===== src/rtl/goal_detector_if.sv =====
// rtl/goal_detector_if.sv - ball/score inputs and goal/gameover outputs of the goal detector
//
// Purpose: bundles the per-frame game signals seen by goal_detector.
// Ports (all carried inside the interface):
//   frame_clk      frame strobe, rising edge marks a new frame
//   game_start     high while the match is in play
//   ball_x/ball_y  ball centre, pixels
//   ball_size      ball half-size, pixels
//   patrick_score  current Patrick score
//   zuofu_score    current Zuofu score
//   patrick_goal   one-cycle pulse, ball confirmed in the right goal
//   zuofu_goal     one-cycle pulse, ball confirmed in the left goal
//   gameover       level, a score has reached the winning total
// Modports: master drives the game state, slave is the detector.
interface goal_detector_if;
  logic       frame_clk;
  logic       game_start;
  logic [9:0] ball_x;
  logic [9:0] ball_y;
  logic [9:0] ball_size;
  logic [2:0] patrick_score;
  logic [2:0] zuofu_score;
  logic       patrick_goal;
  logic       zuofu_goal;
  logic       gameover;

  modport master (
    output frame_clk, game_start, ball_x, ball_y, ball_size,
           patrick_score, zuofu_score,
    input  patrick_goal, zuofu_goal, gameover
  );

  modport slave (
    input  frame_clk, game_start, ball_x, ball_y, ball_size,
           patrick_score, zuofu_score,
    output patrick_goal, zuofu_goal, gameover
  );
endinterface


===== src/rtl/goal_detector.sv =====
// rtl/goal_detector.sv - per-frame goal detection with confirmation and lockout
//
// Purpose: watches the ball once per frame, emits a single-cycle goal pulse
// once the ball has sat fully inside a goal mouth for CONFIRM_FRAMES
// consecutive frames, then locks out until the ball leaves the goal.
// Ports:
//   CLK    system clock
//   Reset  synchronous, active-high reset
//   bus    goal_detector_if.slave (frame strobe, ball, scores in; goals, gameover out)
module goal_detector #(
  parameter int unsigned GOAL_Y_MIN     = 180,
  parameter int unsigned GOAL_Y_MAX     = 300,
  parameter int unsigned LEFT_X         = 20,
  parameter int unsigned RIGHT_X        = 619,
  parameter int unsigned CONFIRM_FRAMES = 2,
  parameter int unsigned WIN_SCORE      = 5
) (
  input logic           CLK,
  input logic           Reset,
  goal_detector_if.slave bus
);

  typedef enum logic [1:0] {DISARMED, ARMED, CONFIRM, SCORED} state_t;

  localparam logic [10:0] Y_MIN  = 11'(GOAL_Y_MIN);
  localparam logic [10:0] Y_MAX  = 11'(GOAL_Y_MAX);
  localparam logic [10:0] L_X    = 11'(LEFT_X);
  localparam logic [10:0] R_X    = 11'(RIGHT_X);
  localparam logic [3:0]  CF     = 4'(CONFIRM_FRAMES);
  localparam logic [2:0]  WIN    = 3'(WIN_SCORE);

  state_t     state, state_d;
  logic [2:0] count, count_d;
  logic       side, side_d;          // 1 = right goal (patrick), 0 = left goal (zuofu)
  logic       frame_clk_q;
  logic       tick;
  logic       patrick_goal_q, zuofu_goal_q, gameover_q;
  logic       patrick_goal_d, zuofu_goal_d;
  logic       override;

  // Widened to 11 bits so ball +/- size never wraps; size is only ever added.
  logic [10:0] bx, by, bs;
  logic        in_y, in_left, in_right, in_side;
  logic [3:0]  count_inc;

  assign bx = {1'b0, bus.ball_x};
  assign by = {1'b0, bus.ball_y};
  assign bs = {1'b0, bus.ball_size};

  assign in_y     = (by >= Y_MIN + bs) && (by + bs <= Y_MAX);
  assign in_left  = in_y && (bx + bs <= L_X);
  assign in_right = in_y && (bx >= R_X + bs);
  assign in_side  = side ? in_right : in_left;

  assign tick      = bus.frame_clk & ~frame_clk_q;
  assign count_inc = {1'b0, count} + 4'd1;
  assign override  = ~bus.game_start | gameover_q;

  // State register
  always_ff @(posedge CLK) begin
    if (Reset) begin
      state          <= DISARMED;
      count          <= 3'd0;
      side           <= 1'b0;
      frame_clk_q    <= 1'b0;
      patrick_goal_q <= 1'b0;
      zuofu_goal_q   <= 1'b0;
      gameover_q     <= 1'b0;
    end else begin
      state          <= state_d;
      count          <= count_d;
      side           <= side_d;
      frame_clk_q    <= bus.frame_clk;
      patrick_goal_q <= patrick_goal_d;
      zuofu_goal_q   <= zuofu_goal_d;
      gameover_q     <= (bus.patrick_score >= WIN) || (bus.zuofu_score >= WIN);
    end
  end

  // Next-state logic
  always_comb begin
    state_d = state;
    count_d = count;
    side_d  = side;
    if (override) begin
      state_d = DISARMED;
      count_d = 3'd0;
    end else begin
      case (state)
        DISARMED: state_d = ARMED;
        ARMED: begin
          if (tick && (in_left || in_right)) begin
            side_d  = in_right;
            count_d = 3'd1;
            state_d = (CONFIRM_FRAMES == 1) ? SCORED : CONFIRM;
          end
        end
        CONFIRM: begin
          if (tick) begin
            if (in_side) begin
              count_d = count_inc[2:0];
              if (count_inc == CF) state_d = SCORED;
            end else begin
              // Opposite goal is not taken here; it is re-evaluated from ARMED next tick.
              count_d = 3'd0;
              state_d = ARMED;
            end
          end
        end
        SCORED: begin
          if (tick && !in_left && !in_right) begin
            count_d = 3'd0;
            state_d = ARMED;
          end
        end
        default: begin
          state_d = DISARMED;
          count_d = 3'd0;
        end
      endcase
    end
  end

  // Output logic: pulse request for the cycle after the confirming tick
  always_comb begin
    patrick_goal_d = 1'b0;
    zuofu_goal_d   = 1'b0;
    if (!override && tick) begin
      if (state == ARMED && CONFIRM_FRAMES == 1 && (in_left || in_right)) begin
        patrick_goal_d = in_right;
        zuofu_goal_d   = in_left;
      end else if (state == CONFIRM && in_side && count_inc == CF) begin
        patrick_goal_d = side;
        zuofu_goal_d   = ~side;
      end
    end
  end

  assign bus.patrick_goal = patrick_goal_q;
  assign bus.zuofu_goal   = zuofu_goal_q;
  assign bus.gameover     = gameover_q;

endmodule


===== src/flat_wrapper.sv =====
// flat-port wrapper written by rule: the top's interface ports become plain ports
module goal_detector_flat 
#(
  parameter int unsigned GOAL_Y_MIN     = 180,
  parameter int unsigned GOAL_Y_MAX     = 300,
  parameter int unsigned LEFT_X         = 20,
  parameter int unsigned RIGHT_X        = 619,
  parameter int unsigned CONFIRM_FRAMES = 2,
  parameter int unsigned WIN_SCORE      = 5
)
  (CLK, Reset, bus_frame_clk, bus_game_start, bus_ball_x, bus_ball_y, bus_ball_size, bus_patrick_score, bus_zuofu_score, bus_patrick_goal, bus_zuofu_goal, bus_gameover);
  goal_detector_if bus_i ();
  input logic CLK;
  input logic Reset;
  input wire logic [$bits(bus_i.frame_clk)-1:0] bus_frame_clk;
  input wire logic [$bits(bus_i.game_start)-1:0] bus_game_start;
  input wire logic [$bits(bus_i.ball_x)-1:0] bus_ball_x;
  input wire logic [$bits(bus_i.ball_y)-1:0] bus_ball_y;
  input wire logic [$bits(bus_i.ball_size)-1:0] bus_ball_size;
  input wire logic [$bits(bus_i.patrick_score)-1:0] bus_patrick_score;
  input wire logic [$bits(bus_i.zuofu_score)-1:0] bus_zuofu_score;
  output wire logic [$bits(bus_i.patrick_goal)-1:0] bus_patrick_goal;
  output wire logic [$bits(bus_i.zuofu_goal)-1:0] bus_zuofu_goal;
  output wire logic [$bits(bus_i.gameover)-1:0] bus_gameover;
  assign bus_i.frame_clk = bus_frame_clk;
  assign bus_i.game_start = bus_game_start;
  assign bus_i.ball_x = bus_ball_x;
  assign bus_i.ball_y = bus_ball_y;
  assign bus_i.ball_size = bus_ball_size;
  assign bus_i.patrick_score = bus_patrick_score;
  assign bus_i.zuofu_score = bus_zuofu_score;
  assign bus_patrick_goal = bus_i.patrick_goal;
  assign bus_zuofu_goal = bus_i.zuofu_goal;
  assign bus_gameover = bus_i.gameover;
  goal_detector #(.GOAL_Y_MIN(GOAL_Y_MIN), .GOAL_Y_MAX(GOAL_Y_MAX), .LEFT_X(LEFT_X), .RIGHT_X(RIGHT_X), .CONFIRM_FRAMES(CONFIRM_FRAMES), .WIN_SCORE(WIN_SCORE)) u_core (.CLK(CLK), .Reset(Reset), .bus(bus_i));
endmodule

===== config.mk =====
export PLATFORM = sky130hd
export DESIGN_NAME = goal_detector_flat
export DESIGN_NICKNAME = d
export VERILOG_FILES = /design/src/rtl/goal_detector_if.sv /design/src/rtl/goal_detector.sv /design/src/flat_wrapper.sv
export SDC_FILE = /design/constraint.sdc
export NUM_CORES = 1
export LEC_CHECK = 0
export BUFFER_PORTS_ARGS = -buffer_cell sky130_fd_sc_hd__buf_2
export CAP_MARGIN = 0
export CORE_UTILIZATION = 57
export DETAILED_ROUTE_END_ITERATION = 6
export HOLD_SLACK_MARGIN = 0.15
export PLACE_DENSITY_LB_ADDON = 0.12
export RECOVER_POWER = 50
export REMOVE_ABC_BUFFERS = 1
export SLEW_MARGIN = 20
export SYNTH_ARGS = -nofsm -noshare
export SYNTH_HDL_FRONTEND = slang
export SYNTH_SLANG_ARGS = --single-unit

===== constraint.sdc =====
create_clock -name CLK -period 4.5 [get_ports CLK]
set_clock_uncertainty 0.05 [all_clocks]
set_input_delay 0.9 -clock CLK [delete_from_list [all_inputs] [get_ports CLK]]
set_output_delay 0.9 -clock CLK [all_outputs]
set_load 0.02 [all_outputs]

==> flow_summary.ini <==
[yosys]
synth_compound_area_share_pct = 27.4
synth_fa_ha_area_share_pct = 29.3
async_reset_ff_share_pct = 0
synth_xor_area_share_pct = 7.60
synthSimpleGateAreaFrac_pct = 20.9
synth.cell_area_mm2 = 0.00219
muxShareOfSynthArea_pct = 1.37
synth_cells = 274
synth_cell_types = 61
synth_seq_cells = 10
ys_seq_area_share_pct = 9.15
yosysWarnings = 0
synth_area_leader_cell = ha_1
synth_top_family_by_area = adder cells
synth_edf_count = 0
synthTopCellsByArea = ha_1 27%, dfxtp_1 9.1%, xnor2_1 4.4%
synthFlopType = dfxtp_1
yosys.area.top_type_share_pct = 27.4
syn_area_per_cell_um2 = 7.99

[floorplanning]
io_pins = 43
core_mm2 = 0.00366
rows = 22
dieWidth_um = 64.0
die-area_mm2 = 0.00409
die_h_um = 64.0
initial_utilization_pct = 59.8

[power_and_ir_drop]
peakVddDrop_v = 0.0000783
swShare_pct = 37.8
p_comb_share_pct = 52.9
power_density_mw_per_mm2 = 177
power_leakage_uw = 0.00114
switchingPower_uw = 167
pwr-share-seq_pct = 20.9
pwr-share-clk_pct = 26.2
p_int_uw = 275

[cells_and_area]
final_common_cell = ha_1
drive_gt1_share_pct = 19.2
utilization_pct = 68.1
nNetsFinal = 409
diodes = 0
layout_common_cells = 48 x ha_1, 39 x buf_2, 21 x inv_1
synthToLayoutAreaGrowth_pct = 14.0

[drt]
drc = 0
drt_first_pass_iters = 4
wl_per_cell_um = 12.7
wl_um = 4640
via_per_inst = 5.77
drt-initial-drc-count = 102
via_count = 2111
antenna_left = 0

[grt]
grt_pass1_vias = 1885
grt_max_degree = 13
grt_pass1_wl_um = 7990
globalRouteTotalUtil_pct = 24.0
grt_overflow_total = 0
grt_antenna_before_repair = 0

[timing]
fmax_mhz = 249
tightest_slew_ns = 0.533
finalSetupViolCount = 0
setup_tns_ns = 0
drv_slew = 0
maxSlewHeadroom_pct = 64.3
hold_viol = 0
whs_ns = 0.454
fin_crit_sh_pct = 89.1
rsz0062_at_grt = false
fin_crit_ns = 4.01

[status]
status = finished, final reports clean

[clock_tree]
cts_buffers = 3
cts_hold_buffers = 0
cts.path.max_buffers = 2
cts_root_buf = clkbuf_8
insertion_delay_ns = 0.24
htree_levels = 1
cts_setup_buffers = 0
cts_resized = 0
cts_tree = built
cts_sinks = 10
path_clk_slew_ns = 0.05

[setup_path]
start_kind = primary input
crit_path_max_incr_delay_ns = 0.37
slowest_stage = a211o_1
path_max_fanout = 8
path_buf_inv = 2
crit_type = primary input to flop
crit_family = compound AO/OA/AOI/OAI gates
critPathArrivalTime_ns = 4.13
critPathRequiredTime_ns = 4.62
cp-end-kind = flop
worstPathCellList = buf_2, inv_1, ha_1, nor2b_1, o21a_1, or2_2, ha_1, a211oi_1, nor2_1, nor3_1, a21oi_1, o311a_2, a21o_1, a211o_1, a21oi_1, mux2i_1

[run]
cap_violations = 0

[hold_path]
hp-class = flop to flop

[placement]
place_hpwl_um = 3890
port_buffers = 42
routabilityCongestion = 0.843
## worst register-to-register path, stage by stage (launching register included)
cell and delay (ns):
dfxtp_1 0.34, inv_1 0.09, ha_1 0.32, nor2_1 0.14
or4b_2 0.64, o221a_1 0.27
## power by group through the flow
stage | logic [uW] | registers (uW) | clock network, uW
2_1_floorplan | 169 | 94.7 | 0
3_3_place_gp | 230 | 94.2 | 0
3_5_place_dp | 233 | 94.2 | 0
4_1_cts | 234 | 92.5 | 115
5_1_grt | 267 | 92.5 | 122
6_report | 234 | 92.4 | 116
## state kept, by name (all words and copies together), names as in the netlist
name / cells
u_core.bus.zuofu_goal: 1
u_core.bus.patrick_goal: 1
u_core.frame_clk_q: 1
u_core.side: 1
u_core.state: 2
u_core.bus.gameover: 1
u_core.count: 3
## cell families after synthesis
family	Yosys count
adder cells (fa/ha/maj)	50
flip-flops	10
AO/OA/AOI/OAI	85
buffers and inverters	23
multiplexers	3
AND/OR/NAND/NOR	84
XOR/XNOR	19
## routing by layer
metal	GRT usage (%)	routed length [um]	up-vias
li1	-	-	1117
met1	29.8	2190	949
met2	43.6	2270	35
met3	1.96	108	10
met4	7.10	72	0
met5	0	0	-
## per-stage QoR
step / setup slack [ns] / total power [uW] / area, um2 / instances
2_1_floorplan: 0.633 / 263 / 2170 / 272
3_3_place_gp: 0.297 / 324 / 2440 / 362
6_report: 0.489 / 443 / 2490 / 366
5_1_grt: 0.215 / 481 / 2490 / 366
3_5_place_dp: 0.238 / 327 / 2440 / 362
4_1_cts: 0.489 / 442 / 2500 / 366
## layout make-up
cell class	count	area, um2
Multi-Input combinational cell	241	1890
Fill cell	351	1170
Timing Repair Buffer	42	206
Sequential cell	10	200
Inverter	21	78.8
Tap cell	48	60.1
Clock buffer	4	55.1
## cell usage after synthesis (2+ instances only)
cell type and n:
nand3_1 5, fa_1 2, o21ai_0 12, o211ai_1 2, nor2b_1 7, and2_1 2, a21oi_1 19, nor2_1 18
o21a_1 5, nand4_1 5, xor2_1 8, nor4_1 5, dfxtp_1 10, xnor2_1 11, nand2_1 15, o21ai_1 4
mux2i_1 3, a21boi_0 2, or3_1 4, a31oi_1 3, nor3_1 4, nand2b_1 6, a31o_1 3, a211oi_1 5
o22ai_1 3, a22oi_1 2, ha_1 48, inv_1 21, a21oi_2 2, or2_2 3, a21o_1 5
## path summary, 6_finish.rpt
| path | from | to | slack, ns | cells after the start |
|---|---|---|---|---|
| worst max-delay path | bus_ball_size[3] | u_core.count[1]$_SDFFE_PP0P_ | 0.49 | 16 |
| worst max register to register | u_core.state[0]$_SDFFE_PP0P_ | u_core.count[0]$_SDFFE_PP0P_ | 2.54 | 5 |
| worst min-delay path | u_core.state[0]$_SDFFE_PP0P_ | u_core.state[0]$_SDFFE_PP0P_ | 0.45 | 2 |
| worst min register to register | u_core.state[0]$_SDFFE_PP0P_ | u_core.state[0]$_SDFFE_PP0P_ | 0.45 | 2 |
(Power assumes the default switching activity.)
